## src/rtl/sprite_reg_writer.sv

```systemverilog
// Shadows CPU writes to the sprite register window during the frame and replays
// them onto the sprite write port at vblank, so sprite state changes only between frames.
module sprite_reg_writer #(
  parameter int REPLAY_ALL = 1,
  parameter int WR_GAP     = 0
) (
  input  logic        clk,
  input  logic        rst,
  input  logic [15:0] cpu_addr,
  input  logic [7:0]  cpu_din,
  input  logic        cpu_wr_en,
  input  logic        vblank_start,
  output logic [15:0] spr_addr,
  output logic [7:0]  spr_din,
  output logic        spr_wr_en,
  output logic        busy,
  output logic        frame_done,
  output logic        overrun
);

  typedef enum logic [1:0] {IDLE, SCAN, GAP} state_t;

  localparam logic [5:0] LastIdx = 6'd32;
  localparam logic [3:0] GapLoad = 4'(WR_GAP);

  state_t      r_state;
  logic [5:0]  r_idx;
  logic [3:0]  r_gap;
  logic [7:0]  r_shadow [0:32];
  logic [32:0] r_dirty;

  state_t      w_stateNext;
  logic [5:0]  w_idxNext;
  logic [3:0]  w_gapNext;
  logic        w_issue;
  logic        w_finish;
  logic        w_busyNext;
  logic        w_capValid;
  logic [5:0]  w_capIdx;
  logic        w_needWrite;

  function automatic logic [15:0] idxToAddr(input logic [5:0] idx);
    if (idx < 6'd16)
      return 16'h4FF0 + {12'd0, idx[3:0]};
    else if (idx < 6'd32)
      return 16'h5060 + {12'd0, idx[3:0]};
    else
      return 16'h5003;
  endfunction

  always_comb begin
    w_capValid = 1'b0;
    w_capIdx   = 6'd0;
    if (cpu_wr_en) begin
      if (cpu_addr[15:4] == 12'h4FF) begin
        w_capValid = 1'b1;
        w_capIdx   = {2'b00, cpu_addr[3:0]};
      end else if (cpu_addr[15:4] == 12'h506) begin
        w_capValid = 1'b1;
        w_capIdx   = {2'b01, cpu_addr[3:0]};
      end else if (cpu_addr == 16'h5003) begin
        w_capValid = 1'b1;
        w_capIdx   = LastIdx;
      end
    end
  end

  // A capture on the same edge as an issue wins over the dirty clear, so the new value goes out next frame.
  always_ff @(posedge clk or posedge rst) begin
    if (rst) begin
      for (int i = 0; i < 33; i++) r_shadow[i] <= 8'h00;
      r_dirty <= '0;
    end else begin
      if (w_issue) r_dirty[r_idx] <= 1'b0;
      if (w_capValid) begin
        r_shadow[w_capIdx] <= cpu_din;
        r_dirty[w_capIdx]  <= 1'b1;
      end
    end
  end

  assign w_needWrite = (REPLAY_ALL != 0) || r_dirty[r_idx];

  always_ff @(posedge clk or posedge rst) begin
    if (rst) begin
      r_state <= IDLE;
      r_idx   <= 6'd0;
      r_gap   <= 4'd0;
    end else begin
      r_state <= w_stateNext;
      r_idx   <= w_idxNext;
      r_gap   <= w_gapNext;
    end
  end

  // The last issued entry always passes through GAP, giving one closing cycle before frame_done.
  always_comb begin
    w_stateNext = r_state;
    w_idxNext   = r_idx;
    w_gapNext   = r_gap;
    w_issue     = 1'b0;
    w_finish    = 1'b0;
    case (r_state)
      IDLE: begin
        if (vblank_start) begin
          w_stateNext = SCAN;
          w_idxNext   = 6'd0;
        end
      end
      SCAN: begin
        if (w_needWrite) begin
          w_issue = 1'b1;
          if ((WR_GAP > 0) || (r_idx == LastIdx)) begin
            w_stateNext = GAP;
            w_gapNext   = GapLoad;
          end else begin
            w_idxNext = r_idx + 6'd1;
          end
        end else if (r_idx == LastIdx) begin
          w_stateNext = IDLE;
          w_finish    = 1'b1;
        end else begin
          w_idxNext = r_idx + 6'd1;
        end
      end
      GAP: begin
        if (r_gap <= 4'd1) begin
          if (r_idx == LastIdx) begin
            w_stateNext = IDLE;
            w_finish    = 1'b1;
          end else begin
            w_stateNext = SCAN;
            w_idxNext   = r_idx + 6'd1;
          end
        end else begin
          w_gapNext = r_gap - 4'd1;
        end
      end
      default: w_stateNext = IDLE;
    endcase
  end

  always_comb begin
    w_busyNext = (w_stateNext != IDLE);
  end

  always_ff @(posedge clk or posedge rst) begin
    if (rst) begin
      spr_addr   <= 16'h0000;
      spr_din    <= 8'h00;
      spr_wr_en  <= 1'b0;
      busy       <= 1'b0;
      frame_done <= 1'b0;
      overrun    <= 1'b0;
    end else begin
      spr_wr_en  <= w_issue;
      busy       <= w_busyNext;
      frame_done <= w_finish;
      if (vblank_start && (r_state != IDLE)) overrun <= 1'b1;
      if (w_issue) begin
        spr_addr <= idxToAddr(r_idx);
        spr_din  <= r_shadow[r_idx];
      end
    end
  end

endmodule

```

## config.mk

```make
export PLATFORM = sky130hd
export DESIGN_NAME = sprite_reg_writer
export DESIGN_NICKNAME = d
export VERILOG_FILES = /design/src/rtl/sprite_reg_writer.sv
export SDC_FILE = /design/constraint.sdc
export NUM_CORES = 1
export LEC_CHECK = 0
export CORE_MARGIN = 10
export CORE_UTILIZATION = 45
export CTS_BUF_LIST = sky130_fd_sc_hd__clkbuf_4
export DETAILED_ROUTE_END_ITERATION = 8
export GPL_TIMING_DRIVEN = 0
export PLACE_DENSITY_LB_ADDON = 0.2
export REMOVE_ABC_BUFFERS = 1
export SYNTH_ARGS = -nofsm -noshare
export SYNTH_HDL_FRONTEND = slang
export SYNTH_SLANG_ARGS = --single-unit
```

## constraint.sdc

```tcl
create_clock -name clk -period 23.7 [get_ports clk]
set_input_delay 3.555 -clock clk [delete_from_list [all_inputs] [get_ports clk]]
set_output_delay 3.555 -clock clk [all_outputs]
set_load 0.01 [all_outputs]
```

==> flow_summary_export.csv, run 1 <==
group,metric,value,unit
clocking,clkTransAtPathRegs,0.06,ns
critical_path,start_kind,"input pin",
sta,hold_violations,0,
placement,dp_hpwl,21400,µm
pwr,leakage,0.00754,µW
sta,slew_viol_final,0,
synth,synth-adder-area-share,0.716,%
sta,finClkSkew,0.0541,ns
synth,postSynthAreaPerCell,14.2,µm²
critical_path,path_class,"in2reg",
die,dieArea,0.0385,mm²
critical_path,cp_data_required_time,24.24,ns
clocking,cts_setup_buffers,0,
global_routing,grtUsageTotal,17.6,%
synth,synth_edf_count,0,
critical_path,r2r_slack,20.66,ns
cells_and_area,final_nets,1088,
cells_and_area,final_common_cell,"dfrtp_1",
cells_and_area,fin_util,51.4,%
critical_path,crit_fanout,12,
cells_and_area,final_cells,1500,
synth,ys_seq_elements,296,
run_status,outcome,"finished, final reports clean",
route,drt-total-wl,33900,µm
sta,setup_viol,0,
global_routing,antenna_found_initial,2,
die,die_height,196,µm
synth,ys_async_sr_fraction,100,%
synth,yosys_warnings,0,
clocking,cts_buffer_depth,3,
sta,setup_ws,17.55,ns
cells_and_area,syn2layout_area_growth,12.5,%
die,pin_count,56,
pwr,power,1240,µW
pwr,irDropWorstVdd,0.0000535,V
synth,synthTopCellsByArea,"dfrtp_1, mux2_2, mux4_2, mux2i_1, a22oi_1",
clocking,cts_buffers,81,
synth,muxShareOfSynthArea,31.7,%
synth,synth.distinct_cells,59,
global_routing,grt_pass1_vias,9050,
route,dr.first_iter.drc_count,434,
die,core_area,0.0306,mm²
placement,io_buffers,53,
job,maxCapViolCount,0,
route,vias_per_cell,5.74,
synth,yosysSeqAreaShare,53.0,%
cells_and_area,layout_common_cells,"dfrtp_1, mux2_2, clkbuf_4, mux4_2, clkdlybuf4s50_1",
route,ant_nets,0,
synth,synth_compound_area_share,4.10,%
placement,gp_congestion,0.837,
route,num_vias,8613,
die,initial_core_util,45.7,%
critical_path,endpoint_kind,"flop",
global_routing,overflow,0,
clocking,htreeDepth,3,
sta,fin_crit_sh,26.0,%
synth,synth_top_area_share,53.0,%
critical_path,slowest_delay,1.00,ns
synth,synth-simple-area-share,7.57,%
sta,relSlewSlack,8.95,%
global_routing,grt_max_degree,128,
route,wl_per_cell,22.6,µm
synth,synthCells,984,
clocking,cts_hold_buf,0,
worst_hold_path,hold_class,"reg2reg",
die,row_count,64,
synth,synth_top_family_by_area,"multiplexers",
sta,tightest_slew,1.36,ns
route,drc,0,
clocking,cts-resized-gates,0,
clocking,cts_tree,"built",
synth,synthFlopType,"dfrtp_1",
synth,yosys.area.top_type,"dfrtp_1",
synth,synthXorXnorAreaFrac,0,%
sta,fin_setup_tns,0,ns
clocking,clk_latency,0.70,ns
synth,syn_area,0.0140,mm²
clocking,root_buffer,"clkbuf_4",
critical_path,crit_chain,"clkdlybuf4s50_1 > nor4b_2 > nor2b_1 > and3_1 > mux2_2",
sta,rsz0062_at_grt,"false",
clocking,cts.sinks,296,
sta,min_period,6.15,ns
cells_and_area,drive_gt1_share,44.0,%
pwr,powerDensity,79.1,mW/mm²
critical_path,arrival,6.69,ns
placement,dp_cells,1365,
critical_path,slowest_stage,"nor2b_1",
sta,fmaxAchievable,163,MHz
die,die_x,196,µm
global_routing,grt_pass1_wl,52800,µm
route,firstDrtPassIters,4,
placement,place_ws,16.87,ns
## Yosys cell counts, types with 4 or more instances
cell	number
a21oi_1	24
a22oi_1	25
and3_1	9
buf_1	4
buf_2	9
buf_4	14
clkbuf_1	41
dfrtp_1	296
ha_1	8
inv_1	12
mux2_1	10
mux2_2	248
mux2_4	8
mux2i_1	33
mux4_2	48
nand2_1	35
nand2_2	14
nand2b_1	4
nand3_1	21
nand3_2	12
nand4_1	9
nor2_1	14
nor2b_1	6
nor3_1	7
o21ai_0	6
o31ai_1	4
o32a_1	8
or3_1	5
## layout make-up
class | count | area, µm²
multi-input combinational | 605 | 6180
clock inverter | 12 | 80.1
fill | 2739 | 14900
inverter | 12 | 52.6
sequential | 296 | 7410
timing repair buffer | 56 | 588
tap | 396 | 495
antenna | 1 | 2.50
clock buffer | 122 | 916
## worst max-delay path: cells and delay by family
family        cells  cell delay [ns]
buf+inv           1             0.43
mux               1             0.39
simple gates      3             2.30
## registers in the layout, indices dropped and copies added (netlist names)
| name | cells |
|---|---|
| spr_din | 8 |
| frame_done | 1 |
| busy | 1 |
| r_state | 2 |
| spr_addr | 8 |
| r_shadow | 264 |
| spr_wr_en | 1 |
| overrun | 1 |
| r_idx | 6 |
| r_gap | 4 |
## where the power goes
| part | switching (µW) | leakage (µW) | internal, µW |
|---|---|---|---|
| clock | 207 | 0.000598 | 243 |
| combinational | 122 | 0.00286 | 100 |
| sequential | 50.3 | 0.00409 | 522 |
| total | 379 | 0.00754 | 865 |
## path summary, 6_finish.rpt
kind                              start       endpoint  cells past startpoint
setup / recovery           cpu_addr[10]  r_shadow[108]                      5
hold / removal                  overrun        overrun                      1
setup reg to reg               r_idx[0]     spr_din[5]                      5
hold reg to reg                 overrun        overrun                      1
max in group asynchronous           rst   r_shadow[19]                      4
min in group asynchronous           rst  r_shadow[115]                      2
## stage by stage
| step | cell area, µm² | hold slack [ns] |
|---|---|---|
| after floorplan | 13600 | 0.459 |
| after global placement | 14700 | 0.445 |
| after detailed placement | 14700 | 0.448 |
| after CTS | 15700 | 0.466 |
| after global routing | 15700 | 0.494 |
| final | 15700 | 0.461 |
## metal layers
layer  share of wire, %  global-route usage [%]
met1                 44                    23.5
met2                 48                    28.0
met3                6.4                    3.68
met4                2.1                    6.02
met5                  0                       0
## cells by family (layout without fill, tap and decap cells)
logic type	after synthesis	count (layout)
flops	296	296
fa+ha+maj	8	8
other cells	1	3
compound gates	82	82
mux	347	347
simple gates	166	166
buf+inv	84	202
No activity file was read; power rests on OpenSTA's default activity.
==> run 2: changes to the inputs <==
clock period = 5.8 ns   (was 23.7 ns; I/O delays follow)
==> results of run 2 <==
The final DEF is identical to that of run 1. Status: finished, final reports clean.
Among the figures that moved: setup slack after placement 16.87 ns -> 1.65 ns; setup slack after layout 17.55 ns -> 2.33 ns; register-to-register setup slack 20.66 ns -> 2.76 ns; total power 1240 µW -> 5080 µW; worst IR drop on VDD 0.0000535 V -> 0.000219 V
